--- src/rtl/sap_pkg.sv ---
// rtl/sap_pkg.sv - shared state encoding and bus widths for the SAP program loader
package sap_pkg;

    localparam int BYTE_W = 8;
    localparam int WORD_W = 16;

    typedef enum logic [2:0] {
        IDLE,
        GET_HI,
        GET_LO,
        SETUP,
        WRITE,
        HOLD,
        DONE
    } load_state_t;

endpackage

--- src/rtl/prog_loader.sv ---
// rtl/prog_loader.sv - packs a host byte stream into 16-bit words and writes them to RAM from address 0
module prog_loader
    import sap_pkg::*;
#(
    parameter int LOAD_WORDS = 16
) (
    input  logic              clk,
    input  logic              rst,
    input  logic              start,
    input  logic [BYTE_W-1:0] byte_in,
    input  logic              byte_valid,
    output logic              byte_ready,
    output logic [WORD_W-1:0] addr,
    output logic [WORD_W-1:0] bus,
    output logic              ram_write,
    output logic              busy,
    output logic              done,
    output logic [WORD_W-1:0] word_count
);

    localparam logic [WORD_W-1:0] LAST_WORD = WORD_W'(LOAD_WORDS - 1);

    load_state_t state;

    always_ff @(posedge clk) begin
        if (rst) begin
            state      <= IDLE;
            byte_ready <= 1'b0;
            addr       <= '0;
            bus        <= '0;
            ram_write  <= 1'b0;
            busy       <= 1'b0;
            done       <= 1'b0;
            word_count <= '0;
        end else begin
            ram_write <= 1'b0;
            case (state)
                IDLE, DONE: begin
                    if (start) begin
                        addr       <= '0;
                        word_count <= '0;
                        done       <= 1'b0;
                        busy       <= 1'b1;
                        byte_ready <= 1'b1;
                        state      <= GET_HI;
                    end
                end
                GET_HI: begin
                    if (byte_valid) begin
                        bus[WORD_W-1:BYTE_W] <= byte_in;
                        state                <= GET_LO;
                    end
                end
                GET_LO: begin
                    if (byte_valid) begin
                        bus[BYTE_W-1:0] <= byte_in;
                        byte_ready      <= 1'b0;
                        state           <= SETUP;
                    end
                end
                // Strobe is raised on the edge entering WRITE so it lasts exactly that state.
                SETUP: begin
                    ram_write <= 1'b1;
                    state     <= WRITE;
                end
                WRITE: begin
                    state <= HOLD;
                end
                HOLD: begin
                    word_count <= word_count + 16'd1;
                    if (word_count == LAST_WORD) begin
                        done  <= 1'b1;
                        busy  <= 1'b0;
                        state <= DONE;
                    end else begin
                        addr       <= addr + 16'd1;
                        byte_ready <= 1'b1;
                        state      <= GET_HI;
                    end
                end
                default: begin
                    state <= IDLE;
                end
            endcase
        end
    end

endmodule

--- config.mk ---
export PLATFORM = sky130hd
export DESIGN_NAME = prog_loader
export DESIGN_NICKNAME = d
export VERILOG_FILES = /design/src/rtl/sap_pkg.sv /design/src/rtl/prog_loader.sv
export SDC_FILE = /design/constraint.sdc
export NUM_CORES = 1
export LEC_CHECK = 0
export ABC_AREA = 1
export CAP_MARGIN = 10
export CORE_MARGIN = 1.5
export CORE_UTILIZATION = 40
export CTS_BUF_LIST = sky130_fd_sc_hd__clkbuf_4 sky130_fd_sc_hd__clkbuf_8
export DETAILED_ROUTE_END_ITERATION = 10
export HOLD_SLACK_MARGIN = 0.08
export PLACE_DENSITY = 0.66
export SYNTH_ARGS = -nofsm -noshare
export SYNTH_HDL_FRONTEND = slang
export SYNTH_SLANG_ARGS = --single-unit
--- constraint.sdc ---
create_clock -name clk -period 2.2 [get_ports clk]
set_clock_uncertainty 0.05 [all_clocks]
set_input_delay 0.22 -clock clk [delete_from_list [all_inputs] [get_ports clk]]
set_output_delay 0.22 -clock clk [all_outputs]
set_load 0.05 [all_outputs]
==> results_dict.tcl, run 1 <==
set metrics [dict create \
    path_cells "clkdlybuf4s50_1" \
    postCtsHoldBufs 0 \
    num_vias 2805 \
    switchingPower_mw 1.02 \
    r2r_cells 9 \
    root_buffer "clkbuf_8" \
    final_hold_viol_count 0 \
    antennaDiodeCount 0 \
    ff2ff_setup_slack_ns 0.41 \
    ys.flop_type "dfxtp_1" \
    p_sw_share_pct 38.5 \
    status "complete, no violations" \
    cts_buffers 5 \
    overflow 0 \
    total_power_mw 2.65 \
    synth_seq_cells 55 \
    fin_nets 493 \
    num_io_pins 64 \
    synth_most_common_cell "nand2_1" \
    period_needed_ns 1.96 \
    startpoint_type "register" \
    synth_top_area_share_pct 39.9 \
    regToRegEndpoint "addr[12]$_SDFFE_PP0P_" \
    drt_iter0_drc 148 \
    std_cell_rows 30 \
    synth.largest_area_cell "dfxtp_1" \
    ys_top_cells_by_count "97 x nand2_1, 77 x nor2_1, 55 x dfxtp_1" \
    slew_headroom_pct 64.2 \
    cp_slowest_stage_delay_ns 0.87 \
    path_clk_slew_ns 0.10 \
    worstPathMaxFanout 9 \
    path_buf_inv 1 \
    power_density_mw_per_mm2 742 \
    fin_tns_setup_ns 0 \
    grt_pass1_wl_mm 11.8 \
    die_y_um 86.0 \
    area_growth_syn_to_layout_pct 29.4 \
    synth_area_leaders "dfxtp_1 40%, nand2_1 13%, nor2_1 10%" \
    ir_drop_mv 0.447 \
    syn_area_sq_mm 0.00276 \
    clock_path_buffers 2 \
    postCtsSetupRepairBufs 0 \
    drive_above_1_share_pct 7.29 \
    hp-start "byte_ready$_SDFFE_PP0P_" \
    syn_inst 414 \
    grt_pass1_vias 2578 \
    cp_slowest_cell "clkdlybuf4s50_1" \
    postSynth.asyncResetShare_pct 0 \
    slew_viol_final 0 \
    drcViolationCount 0 \
    internal-power_mw 1.63 \
    cts_tree "done" \
    synth-edff-count 0 \
    max_slew.worst_pin.slew_ns 0.535 \
    cts_resized 0 \
    htree_levels 2 \
    cts_sinks 55 \
    start_util_pct 41.0 \
    chipWidth_um 86.0 \
    setup_viol 0 \
    first_pass_iters 4 \
    fill_cells 691 \
    rsz0062_at_grt "false" \
    critPathRequiredTime_ns 1.93 \
    drv_cap 0 \
    yosysWarningCount 0 \
    critPathKind "register to output port" \
    clk_latency_ns 0.31 \
    synth.net_count 428 \
    max_freq_mhz 511 \
    routabilityCongestion 0.852 \
    endpoint_kind "output port" \
    fin_crit_sh_pct 89.0 \
    die_area_sq_mm 0.00740 \
    power_frac_seq_pct 43.0 \
    hpwlAfterDp_mm 5.11 \
    leakage_nw 1.33 \
    ys_seq_area_share_pct 39.9 \
    antenna_found_initial 0 \
    portBuffers 63 \
    viasPerCell 5.01 \
    synthDistinctLibCells 31 \
    grt_start_max_net_pins 28 \
    arrival_ns 1.69 \
    wirelength_mm 7.06 \
    coreArea_sq_mm 0.00672 \
    syn_area_per_cell_sq_um 6.66 \
    grt.total_usage_pct 20.0 \
    p_clk_share_pct 23.6 \
    final_util_pct 53.1 \
    hold_depth 2 \
    hp-class "register to register" \
    holdPathEnd "byte_ready$_SDFFE_PP0P_" \
    wl_per_cell_um 12.6 \
    ant_nets 0 \
    r2r_start "state[0]$_SDFFE_PP0P_" \
    final_cells 560 \
    placed_cells 552 \
    cp_top_family "buffers and inverters" \
    power_frac_comb_pct 33.3 \
]
-- cell families (layout without fill, tap and decap cells) --
| kind of cell | Yosys count | count (layout) | synth area share, % |
|---|---|---|---|
| compound gates | 68 | 68 | 13.0 |
| fa+ha+maj | 2 | 2 | 0.908 |
| simple gates | 235 | 235 | 37.2 |
| buf+inv | 50 | 116 | 7.67 |
| flops | 55 | 55 | 39.9 |
| xor+xnor | 4 | 4 | 1.27 |
-- per-layer routing --
layer	GRT usage [%]	wire (um)	vias to the layer above
li1	-	-	1458
met4	6.30	74	0
met3	6.06	440	7
met2	31.9	3310	66
met5	0	0	-
met1	25.9	3240	1274
-- worst max-delay path by stage --
stage	from	to	slack, ns	cells past startpoint
after floorplan	word_count[0]$_SDFFE_PP0P_	addr[6]$_SDFFE_PP0P_	0.29	9
after global placement	state[2]$_SDFFE_PP0P_	addr[12]$_SDFFE_PP0P_	0.45	8
after detailed placement	state[0]$_SDFFE_PP0P_	addr[12]$_SDFFE_PP0P_	0.40	9
after CTS	word_count[4]$_SDFFE_PP0P_	word_count[4]	0.24	1
after global routing	word_count[5]$_SDFFE_PP0P_	word_count[5]	0.19	1
final	word_count[5]$_SDFFE_PP0P_	word_count[5]	0.24	1
-- flip-flops by register name, summed over array words and instances (netlist names) --
name and flops:
state 3, done 1, addr 16, word_count 16
byte_ready 1, ram_write 1, bus 16, busy 1
-- cell type report --
type | count | area (sq um) | share of cell area [%]
Clock buffer | 7 | 96.3 | 2.70
Inverter | 41 | 156 | 4.39
Timing Repair Buffer | 67 | 661 | 18.5
Tap cell | 80 | 100 | 2.81
Multi-Input combinational cell | 309 | 1440 | 40.5
Sequential cell | 55 | 1100 | 30.9
Clock inverter | 1 | 7.51 | 0.211
-- stage by stage --
step	setup slack, ns	instance area [sq um]	hold WS, ns
6_report	0.242	3570	0.403
5_1_grt	0.187	3570	0.424
4_1_cts	0.236	3570	0.409
3_5_place_dp	0.399	3460	0.391
3_3_place_gp	0.453	3460	0.385
2_1_floorplan	0.289	2760	0.305
-- tightest hold or removal path, stage by stage, from the launching register on --
cell	delay, ns
dfxtp_1	0.32
inv_1	0.04
a21oi_1	0.05
-- power by group through the flow --
stage | sequential (mW) | clock, mW | combinational (mW)
global route | 1.15 | 0.688 | 0.964
floorplan | 1.39 | 0 | 0.401
CTS | 1.14 | 0.654 | 0.894
detailed placement | 1.16 | 0 | 0.892
global placement | 1.16 | 0 | 0.889
finish | 1.14 | 0.626 | 0.883
-- layout by cell type (no fill, tap or decap), drive strengths merged, types with 3 or more instances in the layout --
master and n:
clkbuf 7, nand4 6, a21oi 34, xnor2 3, nor2 84, dfxtp 55
nand3 38, buf 4, clkdlybuf4s50 63, o21ai 29, inv 39, nand2 103
o21bai 3, nor3 3
(Power assumes the default switching activity.)
==> run 2: changes to the inputs <==
--- a/config.mk
+++ b/config.mk
@@ -6,7 +6,6 @@
 export NUM_CORES = 1
 export LEC_CHECK = 0
 export ABC_AREA = 1
-export CAP_MARGIN = 10
 export CORE_MARGIN = 1.5
 export CORE_UTILIZATION = 40
 export CTS_BUF_LIST = sky130_fd_sc_hd__clkbuf_4 sky130_fd_sc_hd__clkbuf_8
==> constraint.sdc (replaced) <==
create_clock -name clk -period 2.5 [get_ports clk]
set_clock_uncertainty 0.05 [all_clocks]
set_input_delay 0.25 -clock clk [delete_from_list [all_inputs] [get_ports clk]]
set_output_delay 0.25 -clock clk [all_outputs]
set_load 0.05 [all_outputs]
==> run 2 against run 1 <==
Compared with the run above:
- combinational power is 13% lower
- clock power decreased by 0.6%
- critical path depth did not move
- worst hold slack is essentially flat
- critical path type unchanged
==> results_dict.tcl, run 2 (synthesis gave the netlist of run 1 again) <==
set metrics [dict create \
    fin_nets 491 \
    area_growth_syn_to_layout_pct 29.3 \
    fin_crit_sh_pct 79.4 \
    endpoint_kind "output port" \
    max_slew.worst_pin.slew_ns 0.523 \
    final_common_cell "nand2_1" \
    setup_viol 0 \
    global_route.usage.met3_pct 4.72 \
    fin_tns_setup_ns 0 \
    place_ws_ns 0.698 \
    drive_above_1_share_pct 6.90 \
    num_io_pins 64 \
    critPathKind "register to output port" \
    postCtsSetupRepairBufs 0 \
    period_needed_ns 1.99 \
    max_freq_mhz 504 \
    cts_resized 0 \
    fill_cells 686 \
    ant_nets 0 \
    grt.total_usage_pct 19.8 \
    clock_path_buffers 2 \
    die_area_sq_mm 0.00740 \
    root_buffer "clkbuf_8" \
    std_cell_rows 30 \
    cp_slowest_stage_delay_ns 0.86 \
    setup_ws_ns 0.514 \
    grt_util_met2_pct 32.5 \
    antennaDiodeCount 0 \
    slew_viol_final 0 \
    num_vias 2813 \
    coreArea_sq_mm 0.00672 \
    whs_ns 0.403 \
    first_pass_iters 5 \
    grt_pass1_vias 2626 \
    clk_latency_ns 0.31 \
    postCtsHoldBufs 0 \
    cts_tree "done" \
    hp-class "register to register" \
    cts_sinks 55 \
    met1_usage_pct 25.8 \
    startpoint_type "register" \
    overflow 0 \
    final_cell_mix "97 x nand2_1, 77 x nor2_1, 63 x clkdlybuf4s50_1" \
    path_clk_slew_ns 0.10 \
    start_util_pct 41.0 \
    status "complete, no violations" \
    cp_top_family "buffers and inverters" \
    rsz0062_at_grt "false" \
    drv_cap 0 \
    routabilityCongestion 0.843 \
    ir_drop_mv 0.365 \
    htree_levels 2 \
    wirelength_mm 7.05 \
    worstPathMaxFanout 9 \
    portBuffers 63 \
    path_cells "clkdlybuf4s50_1" \
    drt_iter0_drc 107 \
    drcViolationCount 0 \
    antenna_found_initial 0 \
    cp_slowest_cell "clkdlybuf4s50_1" \
    leakage_nw 1.33 \
    grt_pass1_wl_mm 11.9 \
    slew_headroom_pct 65.0 \
    die_y_um 86.0 \
    arrival_ns 1.69 \
    cts_buffers 5 \
    power_density_mw_per_mm2 672 \
    wl_per_cell_um 12.6 \
    hpwlAfterDp_mm 5.15 \
    final_hold_viol_count 0 \
    busiest_layer "met2" \
    path_buf_inv 1 \
    critPathRequiredTime_ns 2.20 \
    chipWidth_um 86.0 \
    grt_start_max_net_pins 24 \
    viasPerCell 5.04 \
    top_regs "addr: 16 flops, bus: 16 flops, word_count: 16 flops" \
]
[run 2: changes by cell type in the layout (fill, tap and decap cells not counted), sizes merged]
cell	before	now
buf	4	2
bufinv	0	1
clkbuf	7	6
clkinv	2	3
clkinvlp	1	0
[run 2: path summary, 6_finish.rpt]
check,startpoint,endpoint,slack (ns),depth (start not counted)
min reg2reg,byte_ready$_SDFFE_PP0P_,byte_ready$_SDFFE_PP0P_,0.40,2
max reg2reg,word_count[0]$_SDFFE_PP0P_,addr[12]$_SDFFE_PP0P_,0.69,10
min,byte_ready$_SDFFE_PP0P_,byte_ready$_SDFFE_PP0P_,0.40,2
max,word_count[5]$_SDFFE_PP0P_,word_count[5],0.51,1
[run 2: per-layer routing]
metal	vias up	share of wire, %
met5	-	0
met4	0	1.6
met3	12	6.3
met2	82	46
met1	1268	46
li1	1451	-
[run 2: area by class of cell]
type                            instances  area (sq um)  share of cell area [%]
Clock buffer                            6          82.6                    2.32
Inverter                               41           156                    4.39
Multi-Input combinational cell        309          1440                    40.5
Timing Repair Buffer                   65           646                    18.1
Tap cell                               80           100                    2.81
Sequential cell                        55          1100                    30.9
Clock inverter                          2          35.0                   0.983
[run 2: per-stage QoR]
stage	total power, mW	area, sq um	cells	utilization (%)
floorplan	1.58	2760	414	-
CTS	2.42	3560	558	53.1
global route	2.53	3560	558	53.1
detailed placement	1.80	3450	550	51.3
finish	2.40	3560	558	53.1
global placement	1.79	3450	550	51.3
[run 2: tightest hold or removal path, stage by stage (launching register included)]
cell and delay (ns):
dfxtp_1 0.32, inv_1 0.05, a21oi_1 0.05
[run 2: report_power, final]
part	switching, mW	internal [mW]
combinational	0.544	0.226
clock	0.297	0.325
sequential	0.0537	0.951
